### config.mk
export PLATFORM = sky130hd
export DESIGN_NAME = ser_frame_rx
export DESIGN_NICKNAME = d
export VERILOG_FILES = /design/src/rtl/ser_frame_rx.sv
export SDC_FILE = /design/constraint.sdc
export NUM_CORES = 1
export LEC_CHECK = 0
export CELL_PAD_IN_SITES_DETAIL_PLACEMENT = 0
export CELL_PAD_IN_SITES_GLOBAL_PLACEMENT = 2
export CORE_AREA = 2 2 68 70
export CTS_CLUSTER_SIZE = 40
export DETAILED_ROUTE_END_ITERATION = 8
export DIE_AREA = 0 0 70 72
export DONT_BUFFER_PORTS = 1
export GPL_ROUTABILITY_DRIVEN = 0
export PLACE_DENSITY_LB_ADDON = 0.25
export SYNTH_ARGS = -nofsm -noshare
export SYNTH_HDL_FRONTEND = slang
export SYNTH_SLANG_ARGS = --single-unit
### constraint.sdc
create_clock -name i_clk -period 4.3 [get_ports i_clk]
set_input_delay 0.645 -clock i_clk [delete_from_list [all_inputs] [get_ports i_clk]]
set_output_delay 0.645 -clock i_clk [all_outputs]
set_load 0.02 [all_outputs]
### src/rtl/ser_frame_rx.sv
// ser_frame_rx: serial frame receiver (start, MSB-first data, optional parity, stop)
// with a one-entry valid/ready holding register and error/overflow status pulses.
module ser_frame_rx #(
  parameter int DATA_W     = 8,
  parameter int PARITY_EN  = 1,
  parameter int PARITY_ODD = 0
) (
  input  logic              i_clk,
  input  logic              i_rst,
  input  logic              i_ser_in,
  input  logic              i_bit_en,
  output logic [DATA_W-1:0] o_data,
  output logic              o_valid,
  input  logic              i_ready,
  output logic              o_busy,
  output logic              o_par_err,
  output logic              o_frm_err,
  output logic              o_ovf,
  output logic [7:0]        o_frame_cnt
);
  localparam int CW = (DATA_W > 1) ? $clog2(DATA_W) : 1;
  localparam logic [1:0] IDLE = 2'd0, DATA = 2'd1, PAR = 2'd2, STOP = 2'd3;
  logic [1:0]        state_q, state_d;
  logic [CW-1:0]     bit_cnt_q, bit_cnt_d;
  logic [DATA_W-1:0] sh_q, sh_d, data_q, data_d;
  logic              par_q, par_d, valid_q, valid_d;
  logic              par_err_q, par_err_d, frm_err_q, frm_err_d, ovf_q, ovf_d;
  logic [7:0]        fcnt_q, fcnt_d;
  logic              last_bit, stop_edge, par_ok, drain, good, accept;
  assign last_bit  = bit_cnt_q == CW'(DATA_W - 1);
  assign stop_edge = i_bit_en && state_q == STOP;
  assign par_ok    = (PARITY_EN == 0) || ((^{sh_q, par_q}) == 1'(PARITY_ODD));
  assign drain     = valid_q && i_ready;
  assign good      = stop_edge && !i_ser_in && par_ok;
  // A good byte may load even when full, provided the old one leaves on this edge.
  assign accept    = good && (!valid_q || drain);
  always_comb begin
    state_d   = state_q;
    bit_cnt_d = bit_cnt_q;
    sh_d      = sh_q;
    par_d     = par_q;
    if (i_bit_en) begin
      case (state_q)
        IDLE: begin
          state_d   = i_ser_in ? DATA : IDLE;
          bit_cnt_d = i_ser_in ? '0 : bit_cnt_q;
        end
        DATA: begin
          sh_d      = {sh_q[DATA_W-2:0], i_ser_in};
          bit_cnt_d = bit_cnt_q + 1'b1;
          state_d   = !last_bit ? DATA : (PARITY_EN != 0) ? PAR : STOP;
        end
        PAR: begin
          par_d   = i_ser_in;
          state_d = STOP;
        end
        default: state_d = IDLE;
      endcase
    end
    data_d    = accept ? sh_q : data_q;
    valid_d   = accept || (valid_q && !drain);
    fcnt_d    = fcnt_q + 8'(accept);
    ovf_d     = good && valid_q && !i_ready;
    frm_err_d = stop_edge && i_ser_in;
    par_err_d = stop_edge && !i_ser_in && !par_ok;
  end
  always_ff @(posedge i_clk or posedge i_rst) begin
    if (i_rst) begin
      state_q   <= IDLE;
      bit_cnt_q <= '0;
      sh_q      <= '0;
      par_q     <= 1'b0;
      data_q    <= '0;
      valid_q   <= 1'b0;
      par_err_q <= 1'b0;
      frm_err_q <= 1'b0;
      ovf_q     <= 1'b0;
      fcnt_q    <= '0;
    end else begin
      state_q   <= state_d;
      bit_cnt_q <= bit_cnt_d;
      sh_q      <= sh_d;
      par_q     <= par_d;
      data_q    <= data_d;
      valid_q   <= valid_d;
      par_err_q <= par_err_d;
      frm_err_q <= frm_err_d;
      ovf_q     <= ovf_d;
      fcnt_q    <= fcnt_d;
    end
  end
  assign o_data      = data_q;
  assign o_valid     = valid_q;
  assign o_busy      = state_q != IDLE;
  assign o_par_err   = par_err_q;
  assign o_frm_err   = frm_err_q;
  assign o_ovf       = ovf_q;
  assign o_frame_cnt = fcnt_q;
endmodule

==> out/summary.txt <==
CTS tree: yes
largest net degree at the start of global routing: 35
Layout Nets: 136
io pins: 26
dominant cells by area after synthesis: dfrtp_1 58%, nand2_1 7.7%, mux2_2 6.9%
Fin. Hold Viols: 0
final setup TNS: 0 ns
crit end category: flip-flop
RSZ-0062 raised after global routing: false
Seq/Total Area, Yosys: 0.583
P&R area growth vs syn: 9.43%
CP peak stage delay: 0.48 ns
setup bufs post-CTS: 0
die span in x: 70 µm
ys async rst share: 1.00
Layout fillers: 433
Pwr per Cell Area: 667 nW/µm²
antenna diode count: 0
Post-synth EDFFs: 0
reg2reg start: sh_q[0]
crit path max fanout: 9
placed cells: 172
hpwl dp: 1820 µm
Final setup violation count: 0
Hold Crit Class: in2async
Worst path slowest cell: xnor3_1
initial DRC count: 40
Layout Cells excl Fill: 179
Cells after Synth: 122
Core Footprint: 4260 µm²
crit-path most repeated cell: ha_1
R2R depth: 9
post_cts resized: 0
dpl ws: 1.75 ns
Final WS setup: 1.82 ns
r2r setup slk: 1.82 ns
GRT Total Usage: 0.112
Min Hold Slack: 0.344 ns
detailed-route DRC error count: 0
total routed wirelength: 2550 µm
area leader, netlist: dfrtp_1
hold_buf cts: 0
share of layout cells above drive strength 1: 0.134
first-pass GRT wire length: 4270 µm
utilization after layout: 0.374
Fmax: 403 MHz
DRT antenna net count: 0
Routed WL per cell: 14.3 µm
synthesized area: 1460 µm²
CP top delay family: XOR/XNOR gates
Initial Util: 0.342
WP buf/inv: 1
Clock Tree Buf Depth: 2
area of the multi-input gates: 589 µm²
Crit Reg-Reg Endpoint: o_frame_cnt[6]
status: completed
Ys Warns: 0
CP cell instances: xor2_1, xnor3_1, mux2i_4, inv_1, ha_1, ha_1, and3_1, nand3_1, xnor2_1
GR peak layer: met2
die area: 5040 µm²
Main synth FF type: dfrtp_1
CP startpoint kind: flip-flop
initial antenna violation count: 0
H-tree lvl count: 2
Synth top area share: 0.583
number of global-route vias before repair: 889
Port Buf Inserts: 0
FF+latch area: 851 µm²
Post-synth top cells: 34 x dfrtp_1, 30 x nand2_1, 9 x mux2_2
Synth Net Count: 131
number of library cell types mapped by synthesis: 26
skew final: 0.00342 ns
total number of vias: 870
Rows: 24
pins over their slew limit: 0
Mean Syn Cell Area: 12.0 µm²
GRT overflow: 0
CTS sink count: 34
M3 GR Usage: 0.0472
Clock Pin Slew Worst Setup and Hold Paths: 0.06 ns
Root Buffer: clkbuf_8
Vias/cell: 4.86
Slew Limit Headroom: 0.714
routing usage on met1: 0.116
max_cap viols: 0
minimum clock period: 2.48 ns
slew of the pin with the lowest slew margin: 0.429 ns
register bit total from synthesis: 34
most common cell in the netlist: dfrtp_1
LEAKAGE: 0.806 nW
WS Path Type: reg2reg
period utilisation layout: 0.577
met2 Use GR: 0.196
maximum vdd drop: 272 µV
worst skew pair latency: 0.28 ns
crit path DAT: 2.68 ns
die height: 72 µm
drt first pass iters: 4
Req. time, crit path: 4.50 ns
TritonCTS Buffers: 5
per-layer routing:
metal	up-vias	share of wire
met3	6	0.034
li1	413	-
met1	437	0.41
met4	0	0.022
met5	-	0
met2	14	0.53
worst max path at each step:
stage	end	slack [ns]	start	depth (start not counted)
CTS	o_frame_cnt[6]	1.78	sh_q[0]	9
floorplan	o_frame_cnt[6]	1.98	i_ser_in	9
finish	o_frame_cnt[6]	1.82	sh_q[0]	9
global placement	o_frame_cnt[6]	1.81	i_ser_in	9
detailed placement	o_frame_cnt[6]	1.75	i_ser_in	9
global route	o_frame_cnt[6]	1.67	sh_q[0]	9
cells in the final DEF, fill, tap and decap left out:
master and count:
dfrtp_1 34, nand2_1 30, mux2_2 9, xnor2_1 6
clkbuf_8 5, o21ai_0 4, xor2_1 4, ha_1 4
nand3_1 3, nor2b_1 3, a22o_1 2, nor2_1 2
xnor3_1 2, nor3_1 2, inv_1 2, and4_1 2
clkbuf_1 2, and2_1 1, o21a_1 1, o22a_1 1
nand4b_1 1, nor3b_1 1, mux2i_4 1, or2_2 1
nand4_1 1, and3_1 1, nand2b_1 1, buf_4 1
where the power goes:
| group | leakage (nW) | switching (mW) | internal, mW |
|---|---|---|---|
| combinational | 0.313 | 0.154 | 0.179 |
| clock | 0.0383 | 0.104 | 0.111 |
| sequential | 0.455 | 0.114 | 0.402 |
| total | 0.806 | 0.372 | 0.692 |
cell families after synthesis:
kind of cell	share of synthesized area
adders and majority gates	0.0343
AOI/OAI and AO/OA	0.0369
and+or+nand+nor	0.157
DFF	0.583
muxes	0.0849
buffers and inverters	0.0129
xor gates and xnor gates	0.0909
flip-flops by register name (all words and copies together), names as in the netlist:
register     count
state_q          2
o_valid          1
o_frame_cnt      8
o_par_err        1
o_ovf            1
par_q            1
o_frm_err        1
sh_q             8
bit_cnt_q        3
o_data           8
through the flow:
stage | instance area [µm²] | power (mW)
2_1_floorplan | 1460 | 0.794
3_3_place_gp | 1520 | 0.847
3_5_place_dp | 1520 | 0.867
4_1_cts | 1600 | 1.09
5_1_grt | 1600 | 1.13
6_report | 1600 | 1.06
cell type report:
| type | count | area share |
|---|---|---|
| Inverter | 2 | 0.00470 |
| Sequential cell | 34 | 0.533 |
| Clock buffer | 7 | 0.0478 |
| Timing Repair Buffer | 1 | 0.00470 |
| Tap cell | 52 | 0.0408 |
| Multi-Input combinational cell | 83 | 0.369 |
Note: power is estimated with default switching activity, not from simulation.
